==> config.mk <==
export PLATFORM = sky130hd
export DESIGN_NAME = ts_mem_arb_flat
export DESIGN_NICKNAME = d
export VERILOG_FILES = /design/src/rtl/ts_mem_pkg.sv /design/src/rtl/ts_mem_arb_if.sv /design/src/rtl/ts_mem_arb_port.sv /design/src/rtl/ts_mem_arb.sv /design/src/flat_wrapper.sv
export SDC_FILE = /design/constraint.sdc
export NUM_CORES = 1
export LEC_CHECK = 0
export CORE_MARGIN = 2
export CORE_UTILIZATION = 30
export CTS_CLUSTER_SIZE = 40
export DETAILED_ROUTE_END_ITERATION = 12
export SYNTH_ARGS = -nofsm -noshare
export SYNTH_HDL_FRONTEND = slang
export SYNTH_SLANG_ARGS = --single-unit
==> constraint.sdc <==
create_clock -name clock -period 2.95 [get_ports clock]
set_input_delay 0.295 -clock clock [delete_from_list [all_inputs] [get_ports clock]]
set_output_delay 0.295 -clock clock [all_outputs]
set_load 0.005 [all_outputs]
==> src/rtl/ts_mem_pkg.sv <==
// Shared types and constants for the TS2068 single-port SRAM arbiter.
package ts_mem_pkg;

  typedef enum logic [1:0] {
    ST_IDLE   = 2'd0,
    ST_ACCESS = 2'd1,
    ST_DONE   = 2'd2
  } state_t;

  typedef enum logic [1:0] {
    PID_VID = 2'd0,
    PID_CPU = 2'd1,
    PID_LDR = 2'd2
  } port_id_t;

  localparam int         VOFF_W    = 14;
  localparam logic [7:0] CPU_Q_RST = 8'hFF;

endpackage

==> src/rtl/ts_mem_arb_if.sv <==
// Requester and SRAM pin bundle for ts_mem_arb; loader signals exist only
// when TS_MEM_ARB_LOADER_EN is defined.
interface ts_mem_arb_if
  import ts_mem_pkg::*;
#(
  parameter int AW = 21
);
  logic              vReq;
  logic              vBank;
  logic [VOFF_W-1:0] vA;
  logic              vAck;
  logic [7:0]        vQ;
  logic [AW-1:0]     cpuA;
  logic [7:0]        cpuD;
  logic              cpuR;
  logic              cpuW;
  logic              cpuAck;
  logic [7:0]        cpuQ;
`ifdef TS_MEM_ARB_LOADER_EN
  logic [AW-1:0]     ldA;
  logic [7:0]        ldD;
  logic              ldReq;
  logic              ldAck;
`endif
  logic [AW-1:0]     sramA;
  logic [7:0]        sramD;
  logic [7:0]        sramQ;
  logic              sramOe_n;
  logic              sramWe_n;

`ifdef TS_MEM_ARB_LOADER_EN
  modport master (
    output vReq, vBank, vA, cpuA, cpuD, cpuR, cpuW, ldA, ldD, ldReq, sramQ,
    input  vAck, vQ, cpuAck, cpuQ, ldAck, sramA, sramD, sramOe_n, sramWe_n
  );
  modport slave (
    input  vReq, vBank, vA, cpuA, cpuD, cpuR, cpuW, ldA, ldD, ldReq, sramQ,
    output vAck, vQ, cpuAck, cpuQ, ldAck, sramA, sramD, sramOe_n, sramWe_n
  );
`else
  modport master (
    output vReq, vBank, vA, cpuA, cpuD, cpuR, cpuW, sramQ,
    input  vAck, vQ, cpuAck, cpuQ, sramA, sramD, sramOe_n, sramWe_n
  );
  modport slave (
    input  vReq, vBank, vA, cpuA, cpuD, cpuR, cpuW, sramQ,
    output vAck, vQ, cpuAck, cpuQ, sramA, sramD, sramOe_n, sramWe_n
  );
`endif
endinterface

==> src/rtl/ts_mem_arb_port.sv <==
// One requester's pending flag plus address/data/direction latch. With EDGE
// set, requests are rising edges of the rd/wr strobes; otherwise levels.
module ts_mem_arb_port #(
  parameter int AW   = 21,
  parameter bit EDGE = 1'b0
) (
  input  logic          clock,
  input  logic          reset,
  input  logic          req_rd,
  input  logic          req_wr,
  input  logic [AW-1:0] addr,
  input  logic [7:0]    data,
  input  logic          clr,
  output logic          pending_r,
  output logic [AW-1:0] addr_r,
  output logic [7:0]    data_r,
  output logic          wr_r
);
  logic rd_prev_r;
  logic wr_prev_r;
  logic cap_s;
  logic cap_wr_s;

  // Capture qualifier; a write wins if both strobes rise together.
  always_comb begin
    cap_s    = 1'b0;
    cap_wr_s = 1'b0;
    if (EDGE) begin
      cap_wr_s = req_wr & ~wr_prev_r;
      cap_s    = (req_rd & ~rd_prev_r) | cap_wr_s;
    end else begin
      cap_wr_s = req_wr;
      cap_s    = req_rd | req_wr;
    end
  end

  // Pending flag and request latch; clear has priority so a capture on the
  // clearing edge is dropped.
  always_ff @(posedge clock) begin
    if (!reset) begin
      rd_prev_r <= 1'b0;
      wr_prev_r <= 1'b0;
      pending_r <= 1'b0;
      addr_r    <= '0;
      data_r    <= 8'h00;
      wr_r      <= 1'b0;
    end else begin
      rd_prev_r <= req_rd;
      wr_prev_r <= req_wr;
      if (clr) begin
        pending_r <= 1'b0;
      end else if (cap_s && !pending_r) begin
        pending_r <= 1'b1;
        addr_r    <= addr;
        data_r    <= data;
        wr_r      <= cap_wr_s;
      end
    end
  end
endmodule

==> src/rtl/ts_mem_arb.sv <==
// Fixed-priority (video > cpu > loader) arbiter for one asynchronous SRAM.
// Loader port is built only when TS_MEM_ARB_LOADER_EN is defined.
module ts_mem_arb
  import ts_mem_pkg::*;
#(
  parameter int            AW    = 21,
  parameter int            ACC   = 2,
  parameter logic [AW-16:0] VBASE = '0
) (
  input logic         clock,
  input logic         reset,
  ts_mem_arb_if.slave bus
);
  localparam logic [2:0] ACC_LAST = 3'(ACC - 1);

  state_t        state_r, state_s;
  port_id_t      grant_r, grant_s;
  logic          start_s, finish_s;
  logic [2:0]    cnt_r;
  logic          wr_r;
  logic [AW-1:0] sram_a_r;
  logic [7:0]    sram_d_r, v_q_r, cpu_q_r;
  logic          oe_n_r, we_n_r, v_ack_r, cpu_ack_r;
  logic [AW-1:0] sel_addr_s;
  logic [7:0]    sel_data_s;
  logic          sel_wr_s;

  logic          vid_pend, vid_wr, cpu_pend, cpu_wr;
  logic [AW-1:0] vid_addr, cpu_addr;
  logic [7:0]    vid_data, cpu_data;

  ts_mem_arb_port #(.AW(AW), .EDGE(1'b0)) u_vid (
    .clock(clock), .reset(reset), .req_rd(bus.vReq), .req_wr(1'b0),
    .addr({VBASE, bus.vBank, bus.vA}), .data(8'h00),
    .clr(state_r == ST_DONE && grant_r == PID_VID),
    .pending_r(vid_pend), .addr_r(vid_addr), .data_r(vid_data), .wr_r(vid_wr)
  );

  ts_mem_arb_port #(.AW(AW), .EDGE(1'b1)) u_cpu (
    .clock(clock), .reset(reset), .req_rd(bus.cpuR), .req_wr(bus.cpuW),
    .addr(bus.cpuA), .data(bus.cpuD),
    .clr(state_r == ST_DONE && grant_r == PID_CPU),
    .pending_r(cpu_pend), .addr_r(cpu_addr), .data_r(cpu_data), .wr_r(cpu_wr)
  );

`ifdef TS_MEM_ARB_LOADER_EN
  logic          ld_pend, ld_wr, ld_ack_r;
  logic [AW-1:0] ld_addr;
  logic [7:0]    ld_data;

  ts_mem_arb_port #(.AW(AW), .EDGE(1'b0)) u_ldr (
    .clock(clock), .reset(reset), .req_rd(1'b0), .req_wr(bus.ldReq),
    .addr(bus.ldA), .data(bus.ldD),
    .clr(state_r == ST_DONE && grant_r == PID_LDR),
    .pending_r(ld_pend), .addr_r(ld_addr), .data_r(ld_data), .wr_r(ld_wr)
  );
  assign bus.ldAck = ld_ack_r;
`endif

  // Next state and grant selection.
  always_comb begin
    state_s  = state_r;
    grant_s  = grant_r;
    start_s  = 1'b0;
    finish_s = 1'b0;
    case (state_r)
      ST_IDLE: begin
        if (vid_pend) begin
          grant_s = PID_VID;
          start_s = 1'b1;
          state_s = ST_ACCESS;
        end else if (cpu_pend) begin
          grant_s = PID_CPU;
          start_s = 1'b1;
          state_s = ST_ACCESS;
`ifdef TS_MEM_ARB_LOADER_EN
        end else if (ld_pend) begin
          grant_s = PID_LDR;
          start_s = 1'b1;
          state_s = ST_ACCESS;
`endif
        end else begin
          state_s = ST_IDLE;
        end
      end
      ST_ACCESS: begin
        if (cnt_r == ACC_LAST) begin
          finish_s = 1'b1;
          state_s  = ST_DONE;
        end else begin
          state_s = ST_ACCESS;
        end
      end
      ST_DONE: state_s = ST_IDLE;
      default: state_s = ST_IDLE;
    endcase
  end

  // Request mux for the port being granted this cycle.
  always_comb begin
    sel_addr_s = vid_addr;
    sel_data_s = vid_data;
    sel_wr_s   = vid_wr;
    case (grant_s)
      PID_VID: begin
        sel_addr_s = vid_addr;
        sel_data_s = vid_data;
        sel_wr_s   = vid_wr;
      end
      PID_CPU: begin
        sel_addr_s = cpu_addr;
        sel_data_s = cpu_data;
        sel_wr_s   = cpu_wr;
      end
`ifdef TS_MEM_ARB_LOADER_EN
      PID_LDR: begin
        sel_addr_s = ld_addr;
        sel_data_s = ld_data;
        sel_wr_s   = ld_wr;
      end
`endif
      default: begin
        sel_addr_s = vid_addr;
        sel_data_s = vid_data;
        sel_wr_s   = vid_wr;
      end
    endcase
  end

  // SRAM sequencing, read-data capture and ack pulses.
  always_ff @(posedge clock) begin
    if (!reset) begin
      state_r   <= ST_IDLE;
      grant_r   <= PID_VID;
      cnt_r     <= 3'd0;
      wr_r      <= 1'b0;
      sram_a_r  <= '0;
      sram_d_r  <= 8'h00;
      oe_n_r    <= 1'b1;
      we_n_r    <= 1'b1;
      v_q_r     <= 8'h00;
      cpu_q_r   <= CPU_Q_RST;
      v_ack_r   <= 1'b0;
      cpu_ack_r <= 1'b0;
`ifdef TS_MEM_ARB_LOADER_EN
      ld_ack_r  <= 1'b0;
`endif
    end else begin
      state_r   <= state_s;
      grant_r   <= grant_s;
      v_ack_r   <= finish_s && (grant_r == PID_VID);
      cpu_ack_r <= finish_s && (grant_r == PID_CPU);
`ifdef TS_MEM_ARB_LOADER_EN
      ld_ack_r  <= finish_s && (grant_r == PID_LDR);
`endif
      if (start_s) begin
        cnt_r    <= 3'd0;
        wr_r     <= sel_wr_s;
        sram_a_r <= sel_addr_s;
        sram_d_r <= sel_wr_s ? sel_data_s : 8'h00;
        oe_n_r   <= sel_wr_s;
        we_n_r   <= ~sel_wr_s;
      end else if (finish_s) begin
        oe_n_r <= 1'b1;
        we_n_r <= 1'b1;
        if (!wr_r) begin
          case (grant_r)
            PID_VID: v_q_r   <= bus.sramQ;
            PID_CPU: cpu_q_r <= bus.sramQ;
            default: ;
          endcase
        end
      end else if (state_r == ST_ACCESS) begin
        cnt_r <= cnt_r + 3'd1;
      end
    end
  end

  assign bus.sramA    = sram_a_r;
  assign bus.sramD    = sram_d_r;
  assign bus.sramOe_n = oe_n_r;
  assign bus.sramWe_n = we_n_r;
  assign bus.vQ       = v_q_r;
  assign bus.vAck     = v_ack_r;
  assign bus.cpuQ     = cpu_q_r;
  assign bus.cpuAck   = cpu_ack_r;
endmodule
==> src/flat_wrapper.sv <==
// flat-port wrapper written by rule: the top's interface ports become plain ports
module ts_mem_arb_flat import ts_mem_pkg::*;
#(
  parameter int            AW    = 21,
  parameter int            ACC   = 2,
  parameter logic [AW-16:0] VBASE = '0
)
  (clock, reset, bus_vReq, bus_vBank, bus_vA, bus_cpuA, bus_cpuD, bus_cpuR, bus_cpuW, bus_sramQ, bus_vAck, bus_vQ, bus_cpuAck, bus_cpuQ, bus_sramA, bus_sramD, bus_sramOe_n, bus_sramWe_n);
  ts_mem_arb_if #(.AW(AW)) bus_i ();
  input logic clock;
  input logic reset;
  input wire logic [$bits(bus_i.vReq)-1:0] bus_vReq;
  input wire logic [$bits(bus_i.vBank)-1:0] bus_vBank;
  input wire logic [$bits(bus_i.vA)-1:0] bus_vA;
  input wire logic [$bits(bus_i.cpuA)-1:0] bus_cpuA;
  input wire logic [$bits(bus_i.cpuD)-1:0] bus_cpuD;
  input wire logic [$bits(bus_i.cpuR)-1:0] bus_cpuR;
  input wire logic [$bits(bus_i.cpuW)-1:0] bus_cpuW;
  input wire logic [$bits(bus_i.sramQ)-1:0] bus_sramQ;
  output wire logic [$bits(bus_i.vAck)-1:0] bus_vAck;
  output wire logic [$bits(bus_i.vQ)-1:0] bus_vQ;
  output wire logic [$bits(bus_i.cpuAck)-1:0] bus_cpuAck;
  output wire logic [$bits(bus_i.cpuQ)-1:0] bus_cpuQ;
  output wire logic [$bits(bus_i.sramA)-1:0] bus_sramA;
  output wire logic [$bits(bus_i.sramD)-1:0] bus_sramD;
  output wire logic [$bits(bus_i.sramOe_n)-1:0] bus_sramOe_n;
  output wire logic [$bits(bus_i.sramWe_n)-1:0] bus_sramWe_n;
  assign bus_i.vReq = bus_vReq;
  assign bus_i.vBank = bus_vBank;
  assign bus_i.vA = bus_vA;
  assign bus_i.cpuA = bus_cpuA;
  assign bus_i.cpuD = bus_cpuD;
  assign bus_i.cpuR = bus_cpuR;
  assign bus_i.cpuW = bus_cpuW;
  assign bus_i.sramQ = bus_sramQ;
  assign bus_vAck = bus_i.vAck;
  assign bus_vQ = bus_i.vQ;
  assign bus_cpuAck = bus_i.cpuAck;
  assign bus_cpuQ = bus_i.cpuQ;
  assign bus_sramA = bus_i.sramA;
  assign bus_sramD = bus_i.sramD;
  assign bus_sramOe_n = bus_i.sramOe_n;
  assign bus_sramWe_n = bus_i.sramWe_n;
  ts_mem_arb #(.AW(AW), .ACC(ACC), .VBASE(VBASE)) u_core (.clock(clock), .reset(reset), .bus(bus_i));
endmodule
# == After elaboration in Yosys (flattened, before gate mapping) ==
# Index checks and enable logic that the tools add are counted.
# word_totals
wordCells,76
inputBits,57
output_inout_bits,49
regBits,106
# classes
eq_ne,5
bitwise,12
addsub,1
n_mux,19
n_reduce_logical,19
# ops
op,n
two-way mux 21 bit,1
two-way mux 8 bit,2
two-way mux 1 bit,10
two-way mux 2 bit,5
NOT 1 bit,9
AND reduction 4 bit,2
"equality test 2 x 1 -> 1 bit, second input constant",3
logical AND 1 bit,6
AND reduction 2 bit,3
OR reduction 2 bit,3
logical NOT 2 bit,2
case mux 2 bit (2 select lines),1
"adder 3 x 1 -> 3 bit, second input constant",1
"equality test 3 x 1 -> 1 bit, second input constant",1
AND 1 bit,2
"equality test 2 bit, second input constant",1
logical NOT 1 bit,2
nonzero test 2 bit,1
OR 1 bit,1

# == Logic depth before layout (Yosys ltp) ==
# logic_depth
word_depth,7
ltp_mapped,7
depth_no_buf,6

# == By module ==
# Synthesis repeated with hierarchy kept, for this count alone.
# unflattened
hier_cells,586
hier_area_um2,5570.3
# by_module_without_submodules
mod,instances,area_each_um2,seq_area_each_um2,cells_each
ts_mem_arb,1,2995.4,1141.1,310
ts_mem_arb_port (u_core.u_cpu),1,1333.8,660.6,141
ts_mem_arb_port (u_core.u_vid),1,1241.2,620.6,135

# == Worst setup path before layout ==
# OpenSTA, ideal clock, no wires.
# synth_path
path_type,reg-to-reg
startpoint,register u_core.u_cpu.pending_r
endpoint,register u_core.sram_a_r[10] (netlist: u_core.bus.sramA[10])
slack_ps,1268
path_buffers,2
synth_period_minus_slack_ps,1682
arrival_ps,1554
required_time_ps,2822
setup_ps,128
stages_incl_launch_ff,7
cell_sequence,dfxtp_1 or3b_1 buf_6 a22oi_4 buf_12 mux2i_1 o21ai_1
# synth_between
elab_chain_cells,5
word_cells_on_any_way,8
cone_classes,eq/ne: 1; mux: 7
# synth_rtl
element,line,rtl
from (decl),ts_mem_arb_port.sv:14,"output logic pending_r,"
from (signal assigned),ts_mem_arb_port.sv:43,pending_r <= 1'b0;
from (signal assigned),ts_mem_arb_port.sv:51,pending_r <= 1'b0;
from (signal assigned),ts_mem_arb_port.sv:53,pending_r <= 1'b1;
two-way mux 2 bit,ts_mem_arb.sv:72,end else if (cpu_pend) begin
two-way mux 2 bit,ts_mem_arb.sv:68,if (vid_pend) begin
two-way mux 2 bit,ts_mem_arb.sv:66,case (state_r)
equality test 2 x 1 -> 1 bit,ts_mem_arb.sv:104,case (grant_s)
two-way mux 21 bit,ts_mem_arb.sv:104,
to (signal assigned),ts_mem_arb.sv:159,sram_a_r <= sel_addr_s;
to (decl),ts_mem_arb.sv:21,logic [AW-1:0] sram_a_r;
# Parallel ways exist; a longest one is shown, timed or not.
# A chain may end at the register's enable or synchronous reset.

# == Worst setup path after layout ==
# layout_path
startpoint,register u_core.state_r[0]
endpoint,register u_core.sram_d_r[4] (netlist: u_core.bus.sramD[4])
# layout_between
elab_chain_cells,5
word_cells_on_any_way,7
cone_classes,eq/ne: 1; mux: 5; reduce/logical: 1
# layout_rtl
element,line,rtl
from (decl),ts_mem_arb.sv:16,"state_t state_r, state_s;"
from (signal assigned),ts_mem_arb.sv:149,state_r <= state_s;
logical NOT 2 bit (*),ts_mem_arb.sv:66,
two-way mux 2 bit,ts_mem_arb.sv:66,
equality test 2 x 1 -> 1 bit,ts_mem_arb.sv:104,
two-way mux 8 bit or two-way mux 1 bit (tied branches),ts_mem_arb.sv:104,
two-way mux 8 bit,ts_mem_arb.sv:160,sram_d_r <= sel_wr_s ? sel_data_s : 8'h00;
to (signal assigned),ts_mem_arb.sv:160,
to (decl),ts_mem_arb.sv:22,"logic [7:0] sram_d_r, v_q_r, cpu_q_r;"
# Mark *: on every way between the ends. The rest lies on a longest branch, timed or not.

==> key figures <==
Critical path
  – RR Startpoint: u_core.state_r[0]
  – CP endpoint: u_core.bus.sramD[4]
  – FF-to-FF path depth: 4
  – Worst setup SP type: register
  – Reg2reg end: u_core.bus.sramD[4]
  – CP Class: register to register
  – Critical path origin: u_core.state_r[0]
  – Crit. End Element: register
  – Data required, critical path: 3240 ps
  – CP Max Fanout: 11
  – CP arrival: between 2000 and 2500 ps
  – Worst reg2reg setup slack: 960 ps

Finish
  – Share of layout cells above drive strength 1: 6.790%
  – Antenna diodes: 0
  – Post-route design area: 5460 um^2
  – NumNets Final: 540
  – Most frequent cells in the layout: 106 x dfxtp_1, 105 x clkdlybuf4s50_1, 75 x mux2i_1, 63 x nor2_1, 39 x nand2_1
  – Area grow syn2layout: 38.80%
  – Commonest non-fill, non-tap cell in the layout: dfxtp_1

Place
  – Area after DPL: ~5200 um^2
  – Final weighted congestion in routability-driven placement: 0.7164
  – DP HPWL: 6572 um
  – Buffers on Ports: 105

Power
  – Pleak: 0.002057 uW
  – Peak supply drop: 279.7 uV
  – Power per cell area: 576.9 nW/um^2

Clock network
  – Clock latency on the worst-skew pair: 340 ps
  – CTS tree: yes
  – Clk sinks: 106
  – CTS H-tree depth: 3
  – Post-CTS sizing: 0
  – Max clock buf depth: 2
  – Root Driver: clkbuf_16
  – Clock Pin Slew Worst Setup and Hold Paths: 70 ps
  – Hold buffer count at cts: 0
  – Postcts setup bufs: 0
  – Num CTS Buffers: 9

Global routing
  – Vias in the first global route: between 3,000 and 4,000
  – Total congestion overflow: 0
  – GRT Overall Usage: 13.92%
  – Pin count of the biggest net entering global routing: 36
  – Global-route wire length before repair: 15,570 um
  – Antenna violations before repair: 0

Drt
  – Vias post-DR: 2,932
  – First-pass DRT Iterations: 4
  – DRT iter0 DRCs: 133
  – WL final: 9262 um
  – Vias/cell: between 4 and 5
  – Detail Route Antenna Nets: 0
  – WL/cell: 14.08 um
  – DRC violations left: 0

Floorplanning
  – Die ar.: 14,040 um^2
  – Chip width: ~120 um
  – # rows: 41
  – Core box area: 12,720 um^2
  – Boundary Pins: between 100 and 150
  – Die H: approximately 120 um
  – Initial cell density of the core: between 30% and 40%

Logic synthesis
  – EDFF count, synth: 0
  – Sequential-to-total area share from yosys stat: a little over half
  – Main flop type after synthesis: dfxtp_1
  – Synthesized area: approximately 3900 um^2
  – Synthesis-stage register bit count: 106
  – Fraction of registers with async set/reset: 0%
  – Count of cell types in the netlist: 42
  – Avg Cell Area, Syn: approximately 10 um^2
  – Mapped Nets: 436
  – Synth Warn #: 0
  – Post-Syn Instances: 377

Timing
  – Final Hold Fails: 0
  – Clock skew: 8.576 ps
  – Max frequency: 0.5017 GHz
  – Setup TNS: 0 ps
  – Tmin final: 1993 ps
  – RSZ-0062 raised after global routing: false
  – Hold_ws: 453.0 ps
  – Max-slew headroom: 41.55%
  – Worst slew pin tran: slightly below 900 ps
  – Setup violators final: 0
  – Fin crit share: 67.56%
  – Max Slew Vio Count: 0

Outcome
  – Status: finished clean

Hold path
  – Hold Crit Class: register to register

Flow run
  – Max Cap Viol: 0
==> per-layer routing <==
metal  vias up  track usage (%)  wire length, um
li1       1490                -                -
met1      1355            16.71             4170
met2        79            23.52             4433
met3         8            4.730              569
met4         0            4.167               88
met5         -                0                0
==> cells by family after synthesis <==
group | Yosys count | synth area share, %
AOI/OAI and AO/OA | 40 | 7.316
xor gates and xnor gates | 2 | 0.4454
adders and majority gates | 2 | 0.6360
buffers and inverters | 26 | 3.785
DFF | 106 | 53.94
muxes | 75 | 19.08
and+or+nand+nor | 126 | 14.79
==> metrics by stage <==
step | util [%] | power, uW | setup slack [ps] | cells
4_1_cts | 42.92 | 3206 | 936.4 | 658
2_1_floorplan | - | 1819 | 1268 | 377
5_1_grt | 42.92 | 3313 | 787.9 | 658
3_3_place_gp | 40.58 | 1988 | 995.3 | 642
6_report | 42.92 | 3150 | 956.8 | 658
3_5_place_dp | 40.58 | 1999 | 959.6 | 642
==> worst max-delay path, cell delays in order (launching register included) <==
cell and delay [ps]:
dfxtp_1 420, or3b_1 580, a221oi_2 380, and2_1 390, a22o_1 180
==> state kept, by name, indices dropped and copies added, names as in the netlist, 2 cells and up <==
name and count:
u_core.bus.cpuQ 8, u_core.bus.sramA 21, u_core.bus.sramD 8, u_core.bus.vQ 8
u_core.cnt_r 3, u_core.grant_r 2, u_core.state_r 2, u_core.u_cpu.addr_r 21
u_core.u_cpu.data_r 8, u_core.u_vid.addr_r 15
==> power by group <==
part | total, uW | internal (uW) | switching, uW
sequential | 1550 | 1500 | 49.8
combinational | 405 | 219 | 185
clock | 1190 | 682 | 511
total | 3150 | 2400 | 746
==> layout make-up <==
class	count	area, um^2
multi-input cells	245	1675
clock buffers	12	246.5
repair buffers	114	1131
clock inverters	4	51.30
fillers	1290	7262
flip-flops and latches	106	2122
well taps	172	215.2
inverters	5	18.77
==> worst min path at each step <==
stage                                   to  slack (ps)  cells past startpoint                    from
finish                 u_core.bus.sramA[9]         450                      2     u_core.bus.sramA[9]
CTS                    u_core.bus.sramA[9]         460                      2     u_core.bus.sramA[9]
global route          u_core.bus.sramA[13]         480                      2    u_core.bus.sramA[13]
global placement       u_core.bus.sramD[2]         450                      1  u_core.u_cpu.data_r[2]
detailed placement     u_core.bus.sramA[9]         450                      2     u_core.bus.sramA[9]
floorplan           u_core.u_cpu.rd_prev_r         420                      1                bus_cpuR
==> synthesized netlist by cell type (all sizes together), types with 4 or more instances <==
cell	n	share of area [%]
o21ai	16	2.0
inv	5	0.48
dfxtp	106	54
mux2i	75	19
a21oi	6	0.76
clkbuf	10	0.95
nand2	39	3.7
and2	4	0.64
nor3	6	0.89
buf	11	2.4
a22o	8	1.8
nor2	63	6.0
Note: power is estimated with default switching activity, not from simulation.
